[src/rtl/ps2_pkg.sv]
// ----------------------------------------------------------------------------
// ps2_pkg
// Shared definitions for the PS/2 mouse receiver:
//   - receive FSM state encoding
//   - bit positions of the fields on the 25-bit ps2_mouse packet bus
//   - position of the always-one sync bit in the status byte
//   - odd-parity helper, used by the optional parity check
// ----------------------------------------------------------------------------
package ps2_pkg;

   typedef enum logic [1:0] {
      ST_IDLE   = 2'd0,
      ST_DATA   = 2'd1,
      ST_PARITY = 2'd2,
      ST_STOP   = 2'd3
   } ps2_state_e;

   // Packet bus layout: {strobe, Y, X, status}
   localparam int PKT_STATUS_LSB = 0;
   localparam int PKT_X_LSB      = 8;
   localparam int PKT_Y_LSB      = 16;
   localparam int PKT_STROBE_BIT = 24;
   localparam int PKT_W          = 25;

   // Bit 3 of the first byte of every mouse packet is always 1.
   localparam int SYNC_BIT = 3;

   // True when the 8 data bits plus the parity bit hold an odd number of ones.
   function automatic logic odd_parity_ok(input logic [7:0] data, input logic par);
      return ^{data, par};
   endfunction

endpackage

[src/rtl/ps2_clk_filter.sv]
// ----------------------------------------------------------------------------
// ps2_clk_filter
// Brings one raw PS/2 line into the clk domain: 2-flop synchronizer, then a
// glitch filter that only changes its output after FILTER_LEN consecutive
// samples at the new level. Optionally produces a one-cycle falling-edge pulse.
//
// Parameters:
//   FILTER_LEN - consecutive stable samples needed to change the output level
//   EDGE_EN    - 1: fall pulses on filtered 1->0 transitions; 0: fall tied low
// Ports:
//   clk     - system clock
//   reset_n - asynchronous active-low reset (output presets to idle-high)
//   line    - raw PS/2 line, asynchronous to clk
//   level   - filtered line level
//   fall    - one-cycle pulse, the cycle after level drops from 1 to 0
// ----------------------------------------------------------------------------
module ps2_clk_filter #(
   parameter int FILTER_LEN = 8,
   parameter bit EDGE_EN    = 1'b1
) (
   input  logic clk,
   input  logic reset_n,
   input  logic line,
   output logic level,
   output logic fall
);

   localparam int CNT_W = (FILTER_LEN > 1) ? $clog2(FILTER_LEN) : 1;

   logic [1:0]       sync_q;
   logic [CNT_W-1:0] cnt_q;
   logic             level_q;
   logic             fall_q;

   // NOTE: all sequential state is updated with non-blocking assignments so
   // every flop samples the pre-edge value of its neighbours, regardless of
   // statement order inside the block.
   always_ff @(posedge clk or negedge reset_n) begin
      if (!reset_n) begin
         sync_q  <= 2'b11;
         cnt_q   <= '0;
         level_q <= 1'b1;
         fall_q  <= 1'b0;
      end else begin
         sync_q <= {sync_q[0], line};
         fall_q <= 1'b0;
         // Count samples that disagree with the current output; any sample
         // that agrees restarts the count, so short glitches never get through.
         if (sync_q[1] == level_q) begin
            cnt_q <= '0;
         end else if (cnt_q == CNT_W'(FILTER_LEN - 1)) begin
            level_q <= sync_q[1];
            cnt_q   <= '0;
            fall_q  <= level_q;
         end else begin
            cnt_q <= cnt_q + 1'b1;
         end
      end
   end

   assign level = level_q;
   assign fall  = EDGE_EN ? fall_q : 1'b0;

endmodule

[src/rtl/ps2_mouse_rx.sv]
// ----------------------------------------------------------------------------
// ps2_mouse_rx
// Receives 11-bit PS/2 frames (start, 8 data LSB first, parity, stop) from a
// mouse, assembles 3-byte movement packets and presents them on a packet bus
// with a one-cycle new-packet strobe. A frame with a bad stop bit, or a stalled
// transfer (no PS/2 clock falling edge for TIMEOUT_CYC cycles), abandons the
// packet in progress and pulses frame_err.
//
// Build option:
//   PS2_MOUSE_PARITY_CHK_EN - when defined, frames whose data+parity bits do
//                             not have odd parity are rejected like a bad stop.
// Parameters:
//   FILTER_LEN  - glitch filter length on both PS/2 lines (clk samples)
//   TIMEOUT_CYC - clk cycles without a PS/2 clock falling edge before abort
// Ports:
//   clk        - system clock, the only clock domain
//   reset_n    - asynchronous active-low reset
//   ps2_clk_i  - raw PS/2 clock line
//   ps2_data_i - raw PS/2 data line
//   ps2_mouse  - [7:0] status, [15:8] X, [23:16] Y, [24] new-packet strobe
//   frame_err  - one-cycle pulse on a rejected frame or a timeout
// ----------------------------------------------------------------------------
module ps2_mouse_rx #(
   parameter int FILTER_LEN  = 8,
   parameter int TIMEOUT_CYC = 42000
) (
   input  logic        clk,
   input  logic        reset_n,
   input  logic        ps2_clk_i,
   input  logic        ps2_data_i,
   output logic [24:0] ps2_mouse,
   output logic        frame_err
);

   import ps2_pkg::*;

   localparam int TO_W = $clog2(TIMEOUT_CYC + 1);

   // -------------------------------------------------------------------------
   // Line conditioning
   // -------------------------------------------------------------------------
   logic clk_level_unused;
   logic clk_fall;
   logic data_lvl;
   logic data_fall_unused;

   ps2_clk_filter #(.FILTER_LEN(FILTER_LEN), .EDGE_EN(1'b1)) u_clk_filter (
      .clk     (clk),
      .reset_n (reset_n),
      .line    (ps2_clk_i),
      .level   (clk_level_unused),
      .fall    (clk_fall)
   );

   ps2_clk_filter #(.FILTER_LEN(FILTER_LEN), .EDGE_EN(1'b0)) u_data_filter (
      .clk     (clk),
      .reset_n (reset_n),
      .line    (ps2_data_i),
      .level   (data_lvl),
      .fall    (data_fall_unused)
   );

   // -------------------------------------------------------------------------
   // Receiver state
   // -------------------------------------------------------------------------
   ps2_state_e        state_q;
   logic [2:0]        bit_cnt_q;
   logic [7:0]        shift_q;
   logic              parity_q;
   logic [1:0]        idx_q;
   logic [7:0]        byte0_q;
   logic [7:0]        byte1_q;
   logic [7:0]        byte2_q;
   logic              done_q;
   logic [TO_W-1:0]   to_cnt_q;
   logic [PKT_W-1:0]  pkt_q;
   logic              frame_err_q;

   logic frame_ok;
   logic busy;
   logic timeout;

`ifdef PS2_MOUSE_PARITY_CHK_EN
   assign frame_ok = data_lvl & odd_parity_ok(shift_q, parity_q);
`else
   // Parity is still clocked in, but its value plays no part in acceptance.
   logic parity_unused;
   assign parity_unused = parity_q;
   assign frame_ok      = data_lvl;
`endif

   // The bus is quiet only when idle between packets; a stall anywhere else
   // (mid-frame or between bytes of a packet) must eventually abort.
   assign busy    = (state_q != ST_IDLE) || (idx_q != 2'd0);
   assign timeout = busy && (to_cnt_q == TO_W'(TIMEOUT_CYC));

   always_ff @(posedge clk or negedge reset_n) begin
      if (!reset_n) begin
         state_q     <= ST_IDLE;
         bit_cnt_q   <= '0;
         shift_q     <= '0;
         parity_q    <= 1'b0;
         idx_q       <= '0;
         byte0_q     <= '0;
         byte1_q     <= '0;
         byte2_q     <= '0;
         done_q      <= 1'b0;
         to_cnt_q    <= '0;
         pkt_q       <= '0;
         frame_err_q <= 1'b0;
      end else begin
         frame_err_q <= 1'b0;
         done_q      <= 1'b0;

         // Output register: all three bytes land together with the strobe;
         // otherwise only the strobe drops and the data holds.
         if (done_q) begin
            pkt_q <= {1'b1, byte2_q, byte1_q, byte0_q};
         end else begin
            pkt_q[PKT_STROBE_BIT] <= 1'b0;
         end

         // Timeout has priority over a coincident edge: the edge is dropped.
         if (timeout) begin
            state_q     <= ST_IDLE;
            bit_cnt_q   <= '0;
            idx_q       <= '0;
            to_cnt_q    <= '0;
            frame_err_q <= 1'b1;
         end else if (clk_fall) begin
            to_cnt_q <= '0;
            unique case (state_q)
               ST_IDLE: begin
                  if (!data_lvl) begin
                     state_q   <= ST_DATA;
                     bit_cnt_q <= '0;
                  end
               end
               ST_DATA: begin
                  shift_q   <= {data_lvl, shift_q[7:1]};
                  bit_cnt_q <= bit_cnt_q + 3'd1;
                  if (bit_cnt_q == 3'd7) begin
                     state_q <= ST_PARITY;
                  end
               end
               ST_PARITY: begin
                  parity_q <= data_lvl;
                  state_q  <= ST_STOP;
               end
               ST_STOP: begin
                  state_q <= ST_IDLE;
                  if (!frame_ok) begin
                     idx_q       <= '0;
                     frame_err_q <= 1'b1;
                  end else begin
                     unique case (idx_q)
                        2'd0: begin
                           // Without the sync bit this cannot be a status
                           // byte; drop it and keep hunting for alignment.
                           if (shift_q[SYNC_BIT]) begin
                              byte0_q <= shift_q;
                              idx_q   <= 2'd1;
                           end
                        end
                        2'd1: begin
                           byte1_q <= shift_q;
                           idx_q   <= 2'd2;
                        end
                        2'd2: begin
                           byte2_q <= shift_q;
                           done_q  <= 1'b1;
                           idx_q   <= 2'd0;
                        end
                        default: idx_q <= 2'd0;
                     endcase
                  end
               end
               default: state_q <= ST_IDLE;
            endcase
         end else if (busy) begin
            to_cnt_q <= to_cnt_q + 1'b1;
         end else begin
            to_cnt_q <= '0;
         end
      end
   end

   assign ps2_mouse = pkt_q;
   assign frame_err = frame_err_q;

endmodule

[config.mk]
export PLATFORM = sky130hd
export DESIGN_NAME = ps2_mouse_rx
export DESIGN_NICKNAME = d
export VERILOG_FILES = /design/src/rtl/ps2_pkg.sv /design/src/rtl/ps2_clk_filter.sv /design/src/rtl/ps2_mouse_rx.sv
export SDC_FILE = /design/constraint.sdc
export NUM_CORES = 1
export LEC_CHECK = 0
export ABC_AREA = 0
export BUFFER_PORTS_ARGS = -buffer_cell sky130_fd_sc_hd__buf_2
export CAP_MARGIN = 10
export CORE_ASPECT_RATIO = 0.8
export CORE_UTILIZATION = 26
export DETAILED_ROUTE_END_ITERATION = 12
export SYNTH_ARGS = -nofsm -noshare
export SYNTH_HDL_FRONTEND = slang
export SYNTH_HIERARCHICAL = 1
export SYNTH_SLANG_ARGS = --single-unit
[constraint.sdc]
create_clock -name clk -period 4.7 [get_ports clk]
set_input_delay 0.94 -clock clk [delete_from_list [all_inputs] [get_ports clk]]
set_output_delay 0.94 -clock clk [all_outputs]
set_load 0.02 [all_outputs]
# Word level (Yosys, flattened, before mapping)
# Cells that the tools add are included.
# classes
n_addsub	4
eq_ne	14
n_mux	34
bitwise_logic	3
reduce_logical	18
# ops
op	n
2-to-1 mux 16 bit	3
2-to-1 mux 3 bit	7
2-to-1 mux 2 bit	9
adder 16 x 1 -> 16 bit (second input constant)	1
equality test 16 bit (second input constant)	1
2-to-1 mux 1 bit	12
AND reduction 3 bit	4
AND reduction 5 bit	2
adder 3 x 1 -> 3 bit (second input constant)	3
equality test 3 bit (second input constant)	3
one-hot mux 2 bit (4 select lines)	1
nonzero test 2 bit	4
equality test 2 bit (second input constant)	3
!= test 3 bit (second input constant)	2
one-hot mux 3 bit (2 select lines)	1
AND reduction 6 bit	1
equality test 2 x 1 -> 1 bit (second input constant)	2
zero test 2 bit	2
!= test 4 bit (second input constant)	1
one-hot mux 2 bit (2 select lines)	1
AND reduction 2 bit	2
NOT 1 bit	3
nonzero test 3 bit	1
equality test 1 bit	2
2 further kinds	2
# word_totals
regBits	95
in_bits	4
out_inout_bits	26
wordCells	92

# Depth between registers and ports, before layout
# depth
depth_word	6
depth_mapped	7
mapped_depth_nobuf	6

# Modules after synthesis
# The synthesis kept the hierarchy.
# modules_own_cells
module	instances	cells_per_inst	area_per_inst_um2	seq_area_each_um2
ps2_mouse_rx	1	250	3465.8	2052.0
ps2_clk_filter at u_clk_filter	1	15	259.0	178.9
ps2_clk_filter at u_data_filter	1	15	235.2	153.9

# Worst setup path before layout
# OpenSTA, ideal clock, no wires.
# synth_timing
path_kind	register to register
from	register to_cnt_q[0]
to	register byte0_q[0]
setup_ps	125
arrival_ps	1717
slack_ps	2858
stages_incl_launch_ff	7
n_path_buf	0
path_cell_list	dfrtp_1 inv_1 ha_1 nor4b_4 nand4_4 o2111ai_4 mux2_2
# synth_via
elab_chain_len	4
# synth_rtl
element	line_no	rtl
start: declaration	ps2_mouse_rx.sv:75	logic [TO_W-1:0] to_cnt_q;
start signal: assignment	ps2_mouse_rx.sv:181	to_cnt_q <= to_cnt_q + 1'b1;
equality test 16 bit	ps2_mouse_rx.sv:95	assign timeout = busy && (to_cnt_q == TO_W'(TIMEOUT_CYC));
logical AND 1 bit	ps2_mouse_rx.sv:95	
NOT 1 bit (no line)	n/a	
AND reduction 6 bit (no line)	n/a	
end signal: assignment	ps2_mouse_rx.sv:161	byte0_q <= shift_q;
end: declaration	ps2_mouse_rx.sv:71	logic [7:0] byte0_q;
# Every way passes these cells.
# A chain may end at the register's enable or synchronous reset.

# Worst setup path in the final report
# layout_timing
from	register state_q[0]
to	register to_cnt_q[3]
# layout_via
elab_chain_len	5
word_cells_on_any_way	6
classes_between	mux: 3; reduce/logical: 3
# layout_rtl
element	line_no	rtl
start: declaration	ps2_mouse_rx.sv:66	ps2_state_e state_q;
start signal: assignment	ps2_mouse_rx.sv:99	state_q <= ST_IDLE;
start signal: assignment	ps2_mouse_rx.sv:125	state_q <= ST_IDLE;
start signal: assignment	ps2_mouse_rx.sv:135	state_q <= ST_DATA;
nonzero test 2 bit *	ps2_mouse_rx.sv:94	assign busy = (state_q != ST_IDLE) || (idx_q != 2'd0);
logical OR 1 bit *	ps2_mouse_rx.sv:94	
2-to-1 mux 16 bit	ps2_mouse_rx.sv:180	end else if (busy) begin
2-to-1 mux 16 bit	ps2_mouse_rx.sv:130	end else if (clk_fall) begin
2-to-1 mux 16 bit *	ps2_mouse_rx.sv:124	if (timeout) begin
# Every way passes the cells marked *; elsewhere a longest branch is shown, timed or not.

==> run metrics <==
status=completed; DR iter-0 viols=129; kind of critical path=reg2reg; wire length of the first global-routing pass=11600 um; Leak Pwr=2.28 nW; core footprint=0.0145 mm^2; DR DRC count=0; RSZ-0062 raised after global routing=no; cell count after synthesis=278; hold path depth=0; crit end category=flip-flop; yosys warns=6; DP Cell Count=488; number of buffers created by CTS=9; most frequent cells in the layout=89 x dfrtp_1, 54 x mux2_2, 28 x buf_2; full die area=0.0157 mm^2; starting density of the core=27.2%; # clock sinks=95; Vias=2191; clock latency on the worst-skew pair=340 ps; vias in the first global route=2313; number of post-CTS setup repair buffers=0; CP startpoint kind=flip-flop; non-filler instance count after layout=503; global route total overflow=0; die height=112 um; I/O Pins=30; CTS tree=done; dpl cell area=0.00432 mm^2; period utilization=45.0%; PwrDens=353 mW/mm^2; root buffer cell=clkbuf_16; IO buf count=29; share of layout cells above drive strength 1=36.4%; Final Setup Violations=0; Rel. slew slack=31.1%; die width=140 um; VDD IR max=0.177 mV; Critical Path AT=2320 ps; syn_nets=295; commonest non-fill, non-tap cell in the layout=dfrtp_1; Max clock buf depth=2; n_diodes=0; CTS H-tree lvls=3; Layout Skew=3.25 ps; fin area=0.00460 mm^2; post-CTS sizing=0; DRT antenna net count=0; num rows=39; Crit Path Max Fanout=15; WL final=6750 um; setup TNS=0 ps; mean number of vias per cell=4.36; Worst Path Required=4910 ps; Pre-antenna DRT Iters=4; Hold WC Path Type=reg2reg; largest net degree at the start of global routing=62; crit path time final=2110 ps; post-DP HPWL=4640 um; mean routed wirelength per cell=13.4 um; hold_buf cts=0; Cell Area, Synth=0.00395 mm^2; initial antenna violation count=0; final hold vios=0; Fmax=0.473 GHz; path depth of the worst reg2reg path=6; Mean Syn Cell Area=14.2 um^2; gpl congestion=0.720; synth-to-layout area growth=16.5%; maxcap violations=0; fin nets=332; gr usage total=9.44%; clk slew on worst S/H paths=60 ps; Least-Margin Pin Slew=1030 ps; max-slew violations=0
-- final timing paths --
path / endpoint / slack (ps) / start
worst min register to register: u_data_filter/sync_q[1] / 360 / u_data_filter/sync_q[0]
worst min-delay path: u_data_filter/sync_q[1] / 360 / u_data_filter/sync_q[0]
worst max-delay path: to_cnt_q[3] / 2590 / state_q[0]
min in group asynchronous: ps2_mouse[3] / 670 / reset_n
max in group asynchronous: u_data_filter/level / 3060 / reset_n
worst max register to register: to_cnt_q[3] / 2590 / state_q[0]
-- critical path: stages (launching register included) --
cell and delay, ps:
dfrtp_1 400, inv_1 130, ha_1 260, nor3b_1 550
nor2_1 110, nand2_1 410, nor2_1 110
-- layer usage --
metal	global-route usage [%]	up-vias	part of all wire, %
met3	3.37	9	3.8
li1	-	1054	-
met4	3.30	0	1.3
met2	13.2	27	43
met5	0	-	0
met1	13.4	1101	52
-- where the power goes --
| group | total [mW] | switching [mW] | leakage [nW] | internal, mW |
|---|---|---|---|---|
| clock network | 0.682 | 0.285 | 0.140 | 0.397 |
| logic | 0.0663 | 0.0352 | 0.835 | 0.0311 |
| registers | 0.875 | 0.0211 | 1.30 | 0.854 |
-- area by class of cell --
type,instances,area [um^2]
timing repair buffer,30,155
tap,184,230
clock inverter,3,17.5
fill,1445,9940
multi-input combinational,171,1520
sequential,95,2380
inverter,8,30.0
clock buffer,12,267
-- through the flow --
step	setup WS, ps	hold slack, ps	util, %	total power [mW]
after floorplan	2860	345	-	0.927
after global placement	2650	346	29.7	0.954
after detailed placement	2560	351	29.7	0.958
after CTS	2560	360	31.6	1.65
after global routing	2360	364	31.6	1.71
final	2590	358	31.6	1.62
-- flip-flops by register name, summed over array words and instances, names as in the netlist --
register              cells
byte2_q                   8
u_data_filter/cnt_q       3
state_q                   2
to_cnt_q                 16
idx_q                     2
u_data_filter/level       1
byte1_q                   8
u_clk_filter/sync_q       2
u_clk_filter/level        1
u_clk_filter/fall         1
u_data_filter/sync_q      2
ps2_mouse                25
shift_q                   8
u_clk_filter/cnt_q        3
byte0_q                   8
frame_err                 1
done_q                    1
bit_cnt_q                 3
(Power assumes the default switching activity.)
